**config.mk**
```make
export PLATFORM = sky130hd
export DESIGN_NAME = bit_stuffer_ser
export DESIGN_NICKNAME = d
export VERILOG_FILES = /design/src/rtl/bit_stuffer_ser.sv
export SDC_FILE = /design/constraint.sdc
export NUM_CORES = 1
export LEC_CHECK = 0
export CAP_MARGIN = 10
export CORE_MARGIN = 4
export CORE_UTILIZATION = 30
export CTS_BUF_LIST = sky130_fd_sc_hd__clkbuf_16
export DETAILED_ROUTE_END_ITERATION = 8
export GPL_ROUTABILITY_DRIVEN = 0
export SLEW_MARGIN = 20
export SYNTH_ARGS = -nofsm -noshare
export SYNTH_HDL_FRONTEND = slang
export SYNTH_SLANG_ARGS = --single-unit
export TNS_END_PERCENT = 100
```
**constraint.sdc**
```tcl
create_clock -name clk -period 2.5 [get_ports clk]
set_input_delay 0.5 -clock clk [delete_from_list [all_inputs] [get_ports clk]]
set_output_delay 0.5 -clock clk [all_outputs]
set_load 0.01 [all_outputs]
```
**src/rtl/bit_stuffer_ser.sv**
```systemverilog
// Parametrised USB-style TX serialiser: 1-deep holding register, LSB-first shifting,
// bit stuffing after STUFF_LIMIT raw ones (across word boundaries) and optional NRZI line coding.
module bit_stuffer_ser #(
    parameter int DATA_W      = 8,
    parameter int BIT_PERIOD  = 8,
    parameter int STUFF_LIMIT = 6,
    parameter bit NRZI_EN     = 1'b1
) (
    input  logic              clk,
    input  logic              rst,
    input  logic [DATA_W-1:0] data_in,
    input  logic              data_valid,
    output logic              data_ready,
    output logic              serial_out,
    output logic              stuffing,
    output logic              bit_strobe,
    output logic              busy
);

    localparam int TW = $clog2(BIT_PERIOD);
    localparam int OW = $clog2(STUFF_LIMIT + 1);
    localparam int IW = (DATA_W > 1) ? $clog2(DATA_W) : 1;

    localparam logic [1:0] IDLE  = 2'd0;
    localparam logic [1:0] DATA  = 2'd1;
    localparam logic [1:0] STUFF = 2'd2;

    logic [1:0]        state_q, state_d;
    logic [DATA_W-1:0] pend_q, pend_d;
    logic              pendFull_q, pendFull_d;
    logic [DATA_W-1:0] shift_q, shift_d;
    logic [IW-1:0]     bitIdx_q, bitIdx_d;
    logic [TW-1:0]     timer_q, timer_d;
    logic [OW-1:0]     ones_q, ones_d;
    logic              stuffPend_q, stuffPend_d;
    logic              serial_q, serial_d;
    logic              stuffing_q, stuffing_d;
    logic              strobe_q, strobe_d;

    logic              tick, advance, load, startData, startStuff, goIdle, dataBit;
    logic [OW-1:0]     onesNext;
    logic [DATA_W-1:0] shifted;

    // Each tick picks exactly one successor: stuff bit, next data bit, next word, or idle.
    always_comb begin
        state_d     = state_q;
        pend_d      = pend_q;
        pendFull_d  = pendFull_q;
        shift_d     = shift_q;
        bitIdx_d    = bitIdx_q;
        timer_d     = timer_q;
        ones_d      = ones_q;
        stuffPend_d = stuffPend_q;
        serial_d    = serial_q;
        stuffing_d  = stuffing_q;
        strobe_d    = 1'b0;
        tick        = (timer_q == TW'(BIT_PERIOD - 1));
        shifted     = shift_q >> 1;
        advance     = 1'b0;
        load        = 1'b0;
        startStuff  = 1'b0;
        goIdle      = 1'b0;
        dataBit     = 1'b0;
        onesNext    = '0;

        if (data_valid && !pendFull_q) begin
            pendFull_d = 1'b1;
            pend_d     = data_in;
        end

        case (state_q)
            IDLE: begin
                if (pendFull_q) load = 1'b1;
            end
            DATA, STUFF: begin
                timer_d = tick ? '0 : timer_q + 1'b1;
                if (tick) begin
                    if (state_q == DATA && stuffPend_q) startStuff = 1'b1;
                    else if (bitIdx_q < IW'(DATA_W - 1)) advance = 1'b1;
                    else if (pendFull_q) load = 1'b1;
                    else goIdle = 1'b1;
                end
            end
            default: goIdle = 1'b1;
        endcase

        if (advance) begin
            shift_d  = shifted;
            bitIdx_d = bitIdx_q + 1'b1;
            dataBit  = shifted[0];
        end
        if (load) begin
            shift_d    = pend_q;
            bitIdx_d   = '0;
            timer_d    = '0;
            pendFull_d = 1'b0;
            dataBit    = pend_q[0];
        end
        startData = advance || load;

        // The ones run is counted on raw bits, so it carries straight across word boundaries.
        if (startData) begin
            onesNext    = dataBit ? ones_q + 1'b1 : '0;
            ones_d      = onesNext;
            stuffPend_d = (onesNext == OW'(STUFF_LIMIT));
            serial_d    = NRZI_EN ? (dataBit ? serial_q : !serial_q) : dataBit;
            stuffing_d  = 1'b0;
            strobe_d    = 1'b1;
            state_d     = DATA;
        end
        if (startStuff) begin
            ones_d      = '0;
            stuffPend_d = 1'b0;
            serial_d    = NRZI_EN ? !serial_q : 1'b0;
            stuffing_d  = 1'b1;
            strobe_d    = 1'b1;
            state_d     = STUFF;
        end
        if (goIdle) begin
            state_d     = IDLE;
            serial_d    = 1'b1;
            ones_d      = '0;
            stuffPend_d = 1'b0;
            stuffing_d  = 1'b0;
            timer_d     = '0;
        end
    end

    always_ff @(posedge clk or posedge rst) begin
        if (rst) begin
            state_q     <= IDLE;
            pend_q      <= '0;
            pendFull_q  <= 1'b0;
            shift_q     <= '0;
            bitIdx_q    <= '0;
            timer_q     <= '0;
            ones_q      <= '0;
            stuffPend_q <= 1'b0;
            serial_q    <= 1'b1;
            stuffing_q  <= 1'b0;
            strobe_q    <= 1'b0;
        end else begin
            state_q     <= state_d;
            pend_q      <= pend_d;
            pendFull_q  <= pendFull_d;
            shift_q     <= shift_d;
            bitIdx_q    <= bitIdx_d;
            timer_q     <= timer_d;
            ones_q      <= ones_d;
            stuffPend_q <= stuffPend_d;
            serial_q    <= serial_d;
            stuffing_q  <= stuffing_d;
            strobe_q    <= strobe_d;
        end
    end

    assign data_ready = !pendFull_q;
    assign serial_out = serial_q;
    assign stuffing   = stuffing_q;
    assign bit_strobe = strobe_q;
    assign busy       = (state_q != IDLE);

endmodule

```
# After elaboration in Yosys (flattened, before gate mapping)

Index checks and enable logic that the tools add are counted.
W data, S select, Z words.

Bitwise gates (word level): 0
Reduce and logical (&&, ||, !) cells: 13
Multiplexer cells: 48
Eq/ne operators: 5
Divide/modulo/power cells: 0
Shifts and indexed selects: 0
Add/sub/neg operators: 3
Magnitude comparators: 1
$mul: 0

Operators by type and width:

| cell                  | number |
|---|---|
| $mux W1               | 31 |
| $mux W3               | 10 |
| $mux W8               | 2 |
| $add A3 B1 Y3 const B | 3 |
| $eq A3 B3 Y1 const B  | 2 |
| $mux W2               | 3 |
| $reduce_bool A2 Y1    | 3 |
| $reduce_bool A3 Y1    | 2 |
| $pmux W1 S2           | 2 |
| $lt A3 B3 Y1 const B  | 1 |
| $ne A3 B3 Y1 const B  | 1 |
| $eq A2 B1 Y1 const B  | 1 |
| $eq A2 B2 Y1 const B  | 1 |
| $logic_and A1 B1 Y1   | 2 |
| $logic_not A1 Y1      | 2 |
| $logic_not A2 Y1      | 1 |
| $reduce_and A2 Y1     | 1 |
| $reduce_or A2 Y1      | 1 |
| $logic_or A1 B1 Y1    | 1 |

ROM bits: 0
Bits in writable memories: 0
Logic and storage cells: 81
Memories kept: 0
Flip-flop bits (word level): 32
Input port bits: 11
Bits in latches: 0

# Depth between registers and ports, before layout

Depth after elaboration: 12
Mapped depth: 9
Depth with buffers taken out: 7

# Least setup slack after synthesis

Ideal clock, no wire load.

Path kind: register -> register
Start point: reg state_q[1]
End point: reg timer_q[0]
Clock period less this slack: 1.743 ns
Arrival time: 1.617 ns
Buffers on the path: 1
Stages on the path, launching flop included: 9
Setup slack: 0.757 ns
Library setup time: 0.125 ns
Cell sequence: dfrtp_1 -> inv_1 -> ha_1 -> buf_4 -> nand2_2 -> nor3b_4 -> o2bb2ai_1 -> o21bai_1 -> nor2_1

Longest elaborated chain between the ends: 7

Ends and longest elaborated chain:

| what                     | RTL line | text |
|---|---|---|
| start: declaration       | 28       | `logic [1:0] state_q, state_d;` |
| start signal: assignment | 143      | `state_q <= state_d;` |
| $eq A2 B1 Y1             | 71, 78   |  |
| $logic_and A1 B1 Y1      | 78       | `if (state_q == DATA && stuffPend_q) startStuff = 1'b1;` |
| $mux W1                  | 78       |  |
| $mux W1                  | 77       | `if (tick) begin` |
| $pmux W1 S2              | 71       | `case (state_q)` |
| $mux W3                  | 92       | `if (load) begin` |
| $mux W3                  | 119      | `if (goIdle) begin` |
| end signal: assignment   | 148      | `timer_q <= timer_d;` |
| end: declaration         | 33       | `logic [TW-1:0] timer_q, timer_d;` |

Several ways; a longest one is shown, not always the timed one.
A chain may end at the register's enable or synchronous reset.

# Final worst setup path

Start point: reg state_q[1]
End point: out busy

Longest elaborated chain between the ends: 1

Ends and longest elaborated chain:

| what               | RTL line | text |
|---|---|---|
| $reduce_bool A2 Y1 | 161      | `assign busy = (state_q != IDLE);` |
| end: declaration   | 17       | `output logic busy` |

No other way between the ends.

==> metrics.txt <==
Setup crit end kind output port; IR drop worst, VDD 0.0004055 V; Yosys reg bits 30; syn nets 160; worst-margin pin slew 0.3754 ns; Syn Area/Cell 10.74 um2; hold_buf cts 0; WL/cell 11.92 um; number of remaining DRC errors 0; nets 180; Seq/Total Area, Yosys 0.4930; final wirelength 2.741 mm; Hold Crit Depth 2; commonest non-fill, non-tap cell in the layout dfrtp_1; antenna violations before repair 0; GRT Total Usage 0.09957; Clock Pin Slew Worst Setup and Hold Paths 0.05 ns; Clock Skew 0.004635 ns; TritonCTS clock tree yes; endpoints failing setup 0; CP Cell Sequence inv_1 -> ha_1 -> inv_1 -> clkdlybuf4s50_1; placed instance area 1743 um2; Die X 79.30 um; Power Density 1080 nW/um2; crit-path max FO 7; Clk Tree Root Cell clkbuf_16; RSZ-0062 raised after global routing no; Max Slew Vio Count 0; Max Cap Viol 0; Reg2Reg Depth 7; Critical Path RT 2.00 ns; DP Wirelength 2.031 mm; Post-Synthesis Cells 142; most frequent cells in the layout dfrtp_1 (29), nand2_1 (18), clkdlybuf4s50_1 (15), a21oi_1 (11), mux2i_1 (10); worst r2r src state_q[1]$_DFFE_PP0P_; die area 6288 um2; CTS resizes 0; remaining antenna violation count 0; Vias/cell 4.700; detailed-route via count 1081; crit path from state_q[1]$_DFFE_PP0P_; I/O pins 16; fraction of registers with async set/reset 1.000; Iteration-0 DRC Markers 37; status complete, no violations; min Tclk post-route 2.149 ns; Initial Util 0.3166; first-pass GRT wire length 4.892 mm; P_leak 0.8629 nW; WP data arrival 1.65 ns; Final Hold Violating Endpoints 0; Max clock buf depth 2; DR pass1 iterations 4; top_reg_cell synth dfrtp_1; GRT overflow 0; largest net degree at the start of global routing 31; Worst Hold Launch pend_q[4]$_DFFE_PP0P_; Post-Place Setup Slack 0.5418 ns; CP most frequent cell inv_1; cell area after synthesis 1525 um2; synth unique cells 35; core region area 4817 um2; Post-synth EDFFs 0; Fmax achieved 465.2 MHz; Final WS setup 0.3505 ns; layout cells sized above 1 0.1595; die height 79.30 um; HP Class flop to flop; clock sinks 30; Core Rows 25; H-tree depth 2; Slew HR 0.7498; slowest stage cell, crit path clkdlybuf4s50_1; Post-Layout Inst Area 1881 um2; # port buffers 15; CP Class flop to output port; Ys Warns 0; Critical Path Start Type flop; total negative slack 0 ns; TritonCTS buffer count 5; Setup Fix Bufs, Post-CTS 0; P&R area growth vs syn 23.30%; later-pin clock latency in the skew report 0.27 ns; vias in the first global route 1077; critical path's largest stage delay 0.53 ns; period utilisation layout 0.8598; Antenna Cells 0
synthesized netlist by cell type (all sizes together) (3+ instances only):
| library cell | instances | area, um2 |
|---|---|---|
| nand3 | 6 | 42.54 |
| and2b | 3 | 25.03 |
| ha | 7 | 87.58 |
| inv | 5 | 18.77 |
| dfrtp | 29 | 725.7 |
| o21ai | 10 | 50.05 |
| mux2 | 8 | 90.09 |
| buf | 3 | 23.77 |
| a21oi | 12 | 63.81 |
| nor2 | 9 | 33.78 |
| nand2 | 20 | 80.07 |
| mux2i | 10 | 100.1 |
per-layer routing:
layer,wire (um),GRT usage,vias to the layer above
li1,-,-,538
met1,1240,0.1252,516
met2,1323,0.1540,22
met3,149,0.04649,5
met4,28,0.02577,0
met5,0,0,-
worst paths after layout:
path | to | slack (ns)
max | busy | 0.35
min | shift_q[4]$_DFFE_PP0P_ | 0.49
max reg2reg | timer_q[0]$_DFFE_PP0P_ | 0.54
min reg2reg | shift_q[4]$_DFFE_PP0P_ | 0.49
max in group asynchronous | serial_out$_DFFE_PP1P_ | 1.59
min in group asynchronous | pend_q[2]$_DFFE_PP0P_ | 0.60
flip-flops by register name (all words and copies together), names as in the netlist:
signal,flops
pend_q,8
shift_q,7
bitIdx_q,3
ones_q,3
timer_q,3
state_q,2
bit_strobe,1
pendFull_q,1
serial_out,1
stuffPend_q,1
cells by family after synthesis:
family / Yosys count / share of synthesized area
multiplexers: 18 / 0.1247
AO/OA/AOI/OAI: 31 / 0.1239
adder cells (fa/ha/maj): 7 / 0.05742
AND/OR/NAND/NOR: 47 / 0.1674
flip-flops: 30 / 0.4930
buffers and inverters: 8 / 0.02789
XOR/XNOR: 1 / 0.005743
worst max-delay path, delay by kind of cell (launching register included):
| kind | cells | cell delay (ns) |
|---|---|---|
| fa+ha+maj | 1 | 0.29 |
| buf+inv | 3 | 0.70 |
| flops | 1 | 0.38 |
final cells by class:
type | instances | area (um2)
Clock inverter | 3 | 12.51
Fill cell | 492 | 2937
Tap cell | 67 | 83.83
Timing Repair Buffer | 16 | 157.7
Sequential cell | 30 | 752.0
Inverter | 5 | 18.77
Multi-Input combinational cell | 104 | 730.7
Clock buffer | 5 | 125.1
where the power goes:
part | internal (W) | switching (W) | total, W
combinational | 0.000334 | 0.000353 | 0.000687
clock | 0.000358 | 0.000191 | 0.000549
sequential | 0.000675 | 0.000119 | 0.000795
per-stage QoR:
stage                     cells  hold slack (ns)  utilization  power [W]
after global placement      222           0.4700       0.3618   0.001460
after global routing        230           0.5261       0.3904   0.002186
after detailed placement    222           0.4804       0.3618   0.001496
after CTS                   230           0.4916       0.3904   0.002060
final                       230           0.4851       0.3904   0.002030
after floorplan             142           0.4460            -   0.001308
No activity file was read; power rests on OpenSTA's default activity.
